File: config.mk
export PLATFORM = sky130hd
export DESIGN_NAME = matrix_scan_controller
export DESIGN_NICKNAME = d
export VERILOG_FILES = /design/src/rtl/matrix_scan_controller.sv
export SDC_FILE = /design/constraint.sdc
export NUM_CORES = 1
export LEC_CHECK = 0
export ABC_CLOCK_PERIOD_IN_PS = 4000
export CORE_ASPECT_RATIO = 1.75
export CORE_UTILIZATION = 45
export CTS_CLUSTER_DIAMETER = 100
export DETAILED_ROUTE_END_ITERATION = 10
export DONT_BUFFER_PORTS = 1
export HOLD_SLACK_MARGIN = 0.06
export RECOVER_POWER = 25
export SETUP_SLACK_MARGIN = 0.3
export SYNTH_ARGS = -nofsm -noshare
export SYNTH_HDL_FRONTEND = slang
export SYNTH_SLANG_ARGS = --single-unit
File: constraint.sdc
create_clock -name clk -period 4 [get_ports clk]
set_input_delay 0.8 -clock clk [delete_from_list [all_inputs] [get_ports clk]]
set_output_delay 0.8 -clock clk [all_outputs]
set_load 0.05 [all_outputs]
File: src/rtl/matrix_scan_controller.sv
// Column-multiplexed scanner for the 5x7 LED matrix with page scheduling.
// Optional macro BRIGHTNESS_PWM_EN adds a per-frame brightness window.
module matrix_scan_controller #(
    parameter int SCAN_DIV     = 1000,
    parameter int BLANK_CYCLES = 2,
    parameter int PAGE_TICKS   = 500
) (
    input  logic       clk,
    input  logic       rst,
    input  logic       enable,
`ifdef BRIGHTNESS_PWM_EN
    input  logic [1:0] brightness,
`endif
    input  logic [6:0] level_col_1,
    input  logic [6:0] level_col_0,
    input  logic [6:0] alert_col_1,
    input  logic [6:0] alert_col_0,
    input  logic       alert_req,
    output logic [4:0] col_sel_n,
    output logic [6:0] rows,
    output logic       page,
    output logic       frame_tick
);

    localparam int CW = $clog2(SCAN_DIV);
    localparam int PW = (PAGE_TICKS > 1) ? $clog2(PAGE_TICKS) : 1;
    localparam logic [CW-1:0] CNT_MAX = CW'(SCAN_DIV - 1);
    localparam logic [CW-1:0] BLANK_C = CW'(BLANK_CYCLES);
    localparam logic [PW-1:0] PCNT_MAX = PW'(PAGE_TICKS - 1);

    typedef enum logic [0:0] {IDLE, SCAN} state_t;

    state_t        state_q;
    logic [2:0]    idx_q;
    logic [CW-1:0] cnt_q;
    logic [PW-1:0] pcnt_q;
    logic          page_q;
    logic          alt_q;
    logic [6:0]    snap1_q, snap1_d;
    logic [6:0]    snap0_q, snap0_d;
    logic [4:0]    col_sel_n_q;
    logic [6:0]    rows_q;
    logic          frame_tick_q;
    logic          cap;
    logic          drive;
    logic          in_win;
    logic          end_slot;
    logic          frame_end;
`ifdef BRIGHTNESS_PWM_EN
    localparam int DRIVE_LEN = SCAN_DIV - BLANK_CYCLES;
    logic [1:0]    bri_q, bri_d;
    int            lim;
`endif

    assign col_sel_n  = col_sel_n_q;
    assign rows       = rows_q;
    assign page       = page_q;
    assign frame_tick = frame_tick_q;

    // Snapshot capture at frame start and slot/drive-window decode.
    always_comb begin
        cap       = (idx_q == 3'd0) && (cnt_q == '0);
        snap1_d   = snap1_q;
        snap0_d   = snap0_q;
        if (cap) begin
            snap1_d = page_q ? alert_col_1 : level_col_1;
            snap0_d = page_q ? alert_col_0 : level_col_0;
        end
`ifdef BRIGHTNESS_PWM_EN
        bri_d  = cap ? brightness : bri_q;
        lim    = BLANK_CYCLES + (DRIVE_LEN * (int'(bri_d) + 1)) / 4;
        in_win = int'(cnt_q) < lim;
`else
        in_win = 1'b1;
`endif
        drive     = (cnt_q >= BLANK_C) && in_win;
        end_slot  = (cnt_q == CNT_MAX);
        frame_end = end_slot && (idx_q == 3'd4);
    end

    // Scan FSM: counters, snapshot, page scheduling and registered outputs.
    always_ff @(posedge clk or posedge rst) begin
        if (rst) begin
            state_q      <= IDLE;
            idx_q        <= '0;
            cnt_q        <= '0;
            pcnt_q       <= '0;
            page_q       <= 1'b0;
            alt_q        <= 1'b0;
            snap1_q      <= '0;
            snap0_q      <= '0;
            col_sel_n_q  <= 5'b11111;
            rows_q       <= 7'h7F;
            frame_tick_q <= 1'b0;
`ifdef BRIGHTNESS_PWM_EN
            bri_q        <= 2'd3;
`endif
        end else begin
            unique case (state_q)
                IDLE: begin
                    idx_q        <= '0;
                    cnt_q        <= '0;
                    pcnt_q       <= '0;
                    page_q       <= 1'b0;
                    alt_q        <= 1'b0;
                    col_sel_n_q  <= 5'b11111;
                    rows_q       <= 7'h7F;
                    frame_tick_q <= 1'b0;
                    if (enable) state_q <= SCAN;
                end
                SCAN: begin
                    if (!enable) begin
                        state_q      <= IDLE;
                        idx_q        <= '0;
                        cnt_q        <= '0;
                        pcnt_q       <= '0;
                        page_q       <= 1'b0;
                        alt_q        <= 1'b0;
                        col_sel_n_q  <= 5'b11111;
                        rows_q       <= 7'h7F;
                        frame_tick_q <= 1'b0;
                    end else begin
                        snap1_q <= snap1_d;
                        snap0_q <= snap0_d;
`ifdef BRIGHTNESS_PWM_EN
                        bri_q   <= bri_d;
`endif
                        if (drive) begin
                            col_sel_n_q <= ~(5'b00001 << idx_q);
                            rows_q <= (idx_q == 3'd0 || idx_q == 3'd4)
                                      ? snap1_d : snap0_d;
                        end else begin
                            col_sel_n_q <= 5'b11111;
                            rows_q      <= 7'h7F;
                        end
                        frame_tick_q <= frame_end;
                        if (end_slot) begin
                            cnt_q <= '0;
                            idx_q <= (idx_q == 3'd4) ? 3'd0 : idx_q + 3'd1;
                        end else begin
                            cnt_q <= cnt_q + 1'b1;
                        end
                        if (frame_end) begin
                            if (!alert_req) begin
                                page_q <= 1'b0;
                                pcnt_q <= '0;
                                alt_q  <= 1'b0;
                            end else if (!alt_q) begin
                                page_q <= 1'b1;
                                pcnt_q <= '0;
                                alt_q  <= 1'b1;
                            end else if (pcnt_q == PCNT_MAX) begin
                                page_q <= ~page_q;
                                pcnt_q <= '0;
                            end else begin
                                pcnt_q <= pcnt_q + 1'b1;
                            end
                        end
                    end
                end
            endcase
        end
    end

endmodule

==> results of run 1 <==
Yosys cell counts (all sizes together):
| cell | count | area share |
|---|---|---|
| nand2 | 26 | 0.037 |
| dfrtp | 40 | 0.38 |
| xnor2 | 3 | 0.010 |
| nor2 | 19 | 0.027 |
| and3 | 1 | 0.0024 |
| or2 | 1 | 0.0024 |
| ha | 9 | 0.043 |
| o2bb2ai | 2 | 0.0067 |
| o211ai | 10 | 0.029 |
| and2 | 2 | 0.0048 |
| nand4bb | 1 | 0.0043 |
| or3b | 1 | 0.0034 |
| buf | 1 | 0.0019 |
| nand3 | 11 | 0.021 |
| o21ai | 12 | 0.023 |
| mux2 | 13 | 0.056 |
| nand4 | 8 | 0.019 |
| nor4 | 3 | 0.0072 |
| or4 | 1 | 0.0029 |
| xor2 | 7 | 0.024 |
| and4 | 2 | 0.0067 |
| or3 | 1 | 0.0024 |
| nor3 | 1 | 0.0019 |
| or4b | 1 | 0.0038 |
| nand2b | 1 | 0.0024 |
| a22o | 1 | 0.0034 |
| clkbuf | 10 | 0.014 |
| a31oi | 5 | 0.012 |
| nand3b | 2 | 0.0058 |
| o211a | 2 | 0.0077 |
| mux2i | 19 | 0.073 |
| and3b | 1 | 0.0034 |
| a21oi | 7 | 0.013 |
| a21o | 1 | 0.0029 |
| dfstp | 12 | 0.12 |
| inv | 10 | 0.014 |
power groups by stage:
stage,clock network [mW],logic (mW),registers (mW)
5_1_grt,0.387,0.0806,0.577
6_report,0.356,0.0686,0.574
3_3_place_gp,0,0.0696,0.583
2_1_floorplan,0,0.0576,0.580
4_1_cts,0.366,0.0708,0.574
3_5_place_dp,0,0.0705,0.584
metrics by stage:
| stage | area, um2 | instances |
|---|---|---|
| floorplan | 2600 | 247 |
| global placement | 2680 | 315 |
| detailed placement | 2680 | 315 |
| CTS | 2790 | 323 |
| global route | 2790 | 323 |
| finish | 2790 | 323 |
final timing paths:
check / cells past startpoint / startpoint / to / slack, ns
worst max-delay path: 5 / cnt_q[1] / page / 1.64
worst min-delay path: 2 / snap0_q[4] / snap0_q[4] / 0.49
worst max register to register: 5 / cnt_q[1] / page / 1.64
worst min register to register: 2 / snap0_q[4] / snap0_q[4] / 0.49
max in group asynchronous: 1 / rst / cnt_q[5] / 1.86
min in group asynchronous: 1 / rst / snap0_q[6] / 1.01
critical path, stage by stage, from the launching register on:
cell and delay (ns):
dfrtp_1 0.45, ha_1 0.29, nand4_1 0.17, or4_1 0.78
or3_1 0.45, a21oi_1 0.16
layout make-up:
type / count / share of cell area
clock buffers: 6 / 0.0261
flip-flops and latches: 52 / 0.473
well taps: 76 / 0.0341
clock inverters: 2 / 0.0126
inverters: 10 / 0.0135
multi-input cells: 174 / 0.433
repair buffers: 3 / 0.00809
cell families after synthesis:
| kind of cell | after synthesis | synth area share |
|---|---|---|
| AND/OR/NAND/NOR | 83 | 0.159 |
| multiplexers | 32 | 0.129 |
| AO/OA/AOI/OAI | 40 | 0.0981 |
| adder cells (fa/ha/maj) | 9 | 0.0433 |
| flip-flops | 52 | 0.506 |
| buffers and inverters | 21 | 0.0308 |
| XOR/XNOR | 10 | 0.0337 |
routing by layer:
metal	up-vias	part of all wire	track usage
li1	869	-	-
met1	862	0.39	0.205
met2	43	0.54	0.334
met3	11	0.040	0.0376
met4	0	0.026	0.0842
met5	-	0	0
registers in the layout (all words and copies together) (netlist names):
name        cells
frame_tick      1
alt_q           1
col_sel_n       5
snap0_q         7
rows            7
snap1_q         7
idx_q           3
state_q         1
pcnt_q          9
cnt_q          10
page            1
==> flow_metrics.py, run 1 <==
metrics = {
    "synth": {
        "synth_area_per_cell_um2": 10.5,
        "yosys_warnings": 0,
        "postSynthRegisterBits": 52,
        "synthesis.area_um2": 2600,
        "synth_cell_type_count": 36,
        "synth_nets": 288,
        "synth-seq-area-share": 0.506,
        "synth_cells": 247,
    },
    "global_route": {
        "grt_max_degree": 53,
        "grt_pass1_wl_um": 8350,
        "grt_usage": 0.186,
        "grt_pass1_vias": 1799,
        "grt_antenna_before_repair": 0,
        "overflow": 0,
    },
    "sta": {
        "relSlewSlack": -0.281,
        "maxSlewViolCount": 53,
        "worstMarginPinSlew_ns": 1.92,
        "finClkSkew_ns": 0.00970,
        "rsz0062_at_grt": "false",
        "setup_slack_ns": 1.64,
        "hold_viol": 0,
        "holdWs_ns": 0.486,
        "fin_crit_ns": 2.36,
        "period_share": 0.591,
        "finalSetupViolCount": 0,
        "fmax_ghz": 0.423,
        "finalSetupTns_ns": 0,
    },
    "route": {
        "drc": 0,
        "vias_per_cell": 5.53,
        "drtIter0Drc": 131,
        "dr.pass1.iters": 4,
        "ant_nets": 0,
        "avgRoutedWirePerCell_um": 15.8,
        "vias": 1785,
        "routed_wl_um": 5090,
    },
    "power": {
        "power_mw": 0.998,
        "internal_power_mw": 0.770,
        "swShare": 0.228,
        "p_switching_mw": 0.228,
        "ir_drop_mv": 0.287,
        "power_frac_seq": 0.575,
        "comb_power_share": 0.069,
        "power_density_nw_per_um2": 358,
        "leakagePower_nw": 1.12,
        "power_frac_clock": 0.357,
    },
    "finish": {
        "nFillCells": 546,
        "area.sequential_um2": 1320,
        "diodes": 0,
        "final_cell_mix": "dfrtp_1 (40), nand2_1 (26), nor2_1 (19), mux2i_1 (19), mux2_2 (13)",
        "fin_util": 0.499,
        "final_common_cell": "dfrtp_1",
        "fin_nets": 287,
        "area_growth_pct": 7.02,
        "multi_input_area_um2": 1210,
        "drive_gt1_frac": 0.146,
    },
    "setup_path": {
        "crit_type": "flip-flop to flip-flop",
        "cp.arrival_ns": 2.60,
        "crit_fanout": 17,
        "crit_path_end_kind": "flip-flop",
        "cp.required_ns": 4.23,
        "worstSetupStartpointType": "flip-flop",
    },
    "die": {
        "die-area_um2": 6100,
        "coreArea_um2": 5590,
        "die_y_um": 103,
        "placement_rows": 36,
        "dieWidth_um": 59.5,
        "ios": 46,
        "start_util": 0.466,
    },
    "min_path": {
        "hold_class": "flip-flop to flip-flop",
    },
    "cts": {
        "cts_buffers": 5,
        "ctsHoldBuffers": 0,
        "post_cts_resized": 0,
        "cts.htree.levels": 2,
        "cts_max_path_buffers": 2,
        "cts_setup_buffers": 0,
        "numClockSinks": 52,
        "clk_pin_slew_worst_paths_ns": 0.09,
        "cts-root-buf": "clkbuf_8",
        "cts_tree": "built",
        "clk_latency_ns": 0.31,
    },
    "outcome": {
        "violations": "capacitance limit, slew limit",
        "status": "finished, violations left",
    },
    "job": {
        "cap_violations": 1,
    },
    "placement": {
        "place_ws_ns": 1.65,
        "dp_hpwl_um": 3640,
        "gp_congestion": 0.810,
        "io_buffer_count": 0,
    },
}
Note: power is estimated with default switching activity, not from simulation.
==> run 2, diff against run 1 <==
--- a/config.mk
+++ b/config.mk
@@ -5,7 +5,7 @@
 export SDC_FILE = /design/constraint.sdc
 export NUM_CORES = 1
 export LEC_CHECK = 0
-export ABC_CLOCK_PERIOD_IN_PS = 4000
+export ABC_CLOCK_PERIOD_IN_PS = 2150
 export CORE_ASPECT_RATIO = 1.75
 export CORE_UTILIZATION = 45
 export CTS_CLUSTER_DIAMETER = 100
==> constraint.sdc (replaced) <==
create_clock -name clk -period 2.15 [get_ports clk]
set_input_delay 0.43 -clock clk [delete_from_list [all_inputs] [get_ports clk]]
set_output_delay 0.43 -clock clk [all_outputs]
set_load 0.05 [all_outputs]
==> run 2 against run 1 <==
Compared with the run above:
- final area is 9.5% higher
- count of clock-buffer cells in the layout is 1 higher
- the flow now finishes without violations
- register-to-register slack worse by 1.4 ns
- via count is 9.4% higher
- first-iteration DRC count is 47% lower
- routed wire length is 9.9% higher
- sequential share of layout area is 3.9 points lower
- critical path type unchanged
- sequential cell count stayed put
- sequential power is 86% higher
- critical endpoint is now pcnt_q[0]
- highest routed layer unchanged
- clock skew is 0.0058 ns lower
- non-clock buffer count is 24 higher
==> flow_metrics.py, run 2 (synthesized netlist as in run 1, its figures left out) <==
metrics = {
    "sta": {
        "relSlewSlack": 0.501,
        "maxSlewViolCount": 0,
        "fin_crit_ns": 1.87,
        "worstMarginPinSlew_ns": 0.747,
        "fmax_ghz": 0.536,
        "period_share": 0.868,
        "finClkSkew_ns": 0.00389,
        "rsz0062_at_grt": "true",
        "finalSetupViolCount": 0,
        "finalSetupTns_ns": 0,
        "hold_viol": 0,
    },
    "setup_path": {
        "crit_end": "pcnt_q[0]",
        "crit_start": "cnt_q[3]",
        "crit_path_end_kind": "flip-flop",
        "reg2reg_depth": 4,
        "cp.required_ns": 2.39,
        "crit_slowest_cell": "or4_4",
        "r2r-end": "pcnt_q[0]",
        "crit_chain": "or2_1 > or4_4 > or3b_1 > a21oi_2",
        "r2r_start": "cnt_q[3]",
        "crit_fanout": 7,
        "cp.arrival_ns": 2.11,
        "worstSetupStartpointType": "flip-flop",
        "cp_slowest_stage_delay_ns": 0.60,
        "regToRegSetupSlack_ns": 0.28,
        "crit_type": "flip-flop to flip-flop",
    },
    "outcome": {
        "status": "finished, final reports clean",
    },
    "power": {
        "power_frac_seq": 0.590,
        "power_frac_clock": 0.323,
        "swShare": 0.243,
        "leakagePower_nw": 1.24,
        "internal_power_mw": 1.37,
        "p_switching_mw": 0.439,
        "ir_drop_mv": 0.341,
        "comb_power_share": 0.086,
        "power_mw": 1.81,
        "power_density_nw_per_um2": 593,
    },
    "finish": {
        "regMostFlops": "cnt_q",
        "area.sequential_um2": 1320,
        "area_growth_pct": 17.2,
        "diodes": 0,
        "nFillCells": 528,
        "largest_reg_flops": 10,
        "multi_input_area_um2": 1280,
        "drive_gt1_frac": 0.277,
        "final_cell_mix": "dfrtp_1 (36), nand2_1 (26), buf_4 (20)",
        "final_common_cell": "dfrtp_1",
        "reg.largest.list": "cnt_q: 10 flops, pcnt_q: 9 flops",
        "fin_nets": 311,
    },
    "route": {
        "ant_nets": 0,
        "met2WireLength_um": 3130,
        "vias": 1952,
        "dr.pass1.iters": 4,
        "routed_wl_um": 5600,
        "route.met3.wl_um": 242,
        "drtIter0Drc": 70,
        "vias_per_cell": 5.63,
        "m1WireLength_um": 2120,
        "avgRoutedWirePerCell_um": 16.1,
        "drc": 0,
        "highest_layer": "met4",
    },
    "global_route": {
        "grt_antenna_before_repair": 0,
        "grt_pass1_wl_um": 9230,
        "overflow": 0,
        "grt_pass1_vias": 1973,
        "grt_usage": 0.203,
        "grt_max_degree": 23,
    },
    "die": {
        "ios": 46,
        "dieWidth_um": 59.5,
        "die-area_um2": 6100,
        "coreArea_um2": 5590,
        "start_util": 0.466,
        "placement_rows": 36,
        "die_y_um": 103,
    },
    "placement": {
        "gp_congestion": 0.815,
        "dp_hpwl_um": 3990,
        "io_buffer_count": 0,
    },
    "cts": {
        "cts.htree.levels": 2,
        "cts_tree": "built",
        "cts_buffers": 5,
        "cts-root-buf": "clkbuf_8",
        "cts_max_path_buffers": 2,
        "numClockSinks": 52,
        "clk_latency_ns": 0.30,
        "clk_pin_slew_worst_paths_ns": 0.09,
    },
    "min_path": {
        "hold_class": "input port to flip-flop",
    },
    "job": {
        "cap_violations": 0,
    },
}
## run 2: layout make-up
type | instances | area share
Clock buffer | 7 | 0.0283
Tap cell | 76 | 0.0312
Clock inverter | 1 | 0.00246
Sequential cell | 52 | 0.433
Multi-Input combinational cell | 174 | 0.419
Inverter | 10 | 0.0123
Timing Repair Buffer | 27 | 0.0735
## run 2: routing by layer
layer  global-route usage  vias up
li1                     -      924
met5                    0        -
met4               0.0861        0
met3               0.0452       10
met1                0.219      968
met2                0.371       50
## run 2: worst min-delay path by stage
stage	from	depth (start not counted)	endpoint	slack (ns)
after CTS	enable	0	state_q	0.14
after global placement	rst	1	cnt_q[7]	0.33
after global routing	enable	0	state_q	0.12
final	enable	0	state_q	0.14
after detailed placement	rst	1	cnt_q[5]	0.34
after floorplan	snap0_q[6]	2	snap0_q[6]	0.45
## run 2: worst max-delay path: cells and delay by family, from the launching register on
family	cells	cell delay (ns)
flops	1	0.42
compound gates	1	0.12
simple gates	3	1.25
## run 2: what timing repair did
item / CTS / global route
hold endpoints to repair: 15 / 0
pin swaps: 2 / 7
hold buffers: 1 / 0
endpoints found under the setup margin: 29 / 22
gates resized for setup: 12 / 9
setup buffers: 7 / 5
## run 2: power by group through the flow
stage | registers [mW] | logic (mW) | clock network, mW
after floorplan | 1.08 | 0.107 | 0
after global placement | 1.08 | 0.143 | 0
after detailed placement | 1.09 | 0.147 | 0
after CTS | 1.07 | 0.153 | 0.595
after global routing | 1.07 | 0.178 | 0.643
final | 1.07 | 0.156 | 0.584
## run 2: through the flow
stage	util	std cells	worst slack, ns	hold slack [ns]	instance area (um2)
4_1_cts	0.537	342	0.271	0.139	3000
6_report	0.546	347	0.283	0.143	3050
5_1_grt	0.546	347	0.199	0.117	3050
3_5_place_dp	0.501	326	0.0712	0.338	2800
3_3_place_gp	0.501	326	0.141	0.333	2800
2_1_floorplan	-	247	0.288	0.450	2640
==> run 3, diff against run 2 <==
--- a/config.mk
+++ b/config.mk
@@ -14,6 +14,7 @@
 export HOLD_SLACK_MARGIN = 0.06
 export RECOVER_POWER = 25
 export SETUP_SLACK_MARGIN = 0.3
+export SLEW_MARGIN = 20
 export SYNTH_ARGS = -nofsm -noshare
 export SYNTH_HDL_FRONTEND = slang
 export SYNTH_SLANG_ARGS = --single-unit
==> results of run 3 <==
No change in the layout: final DEF, timing and power equal those of run 2.
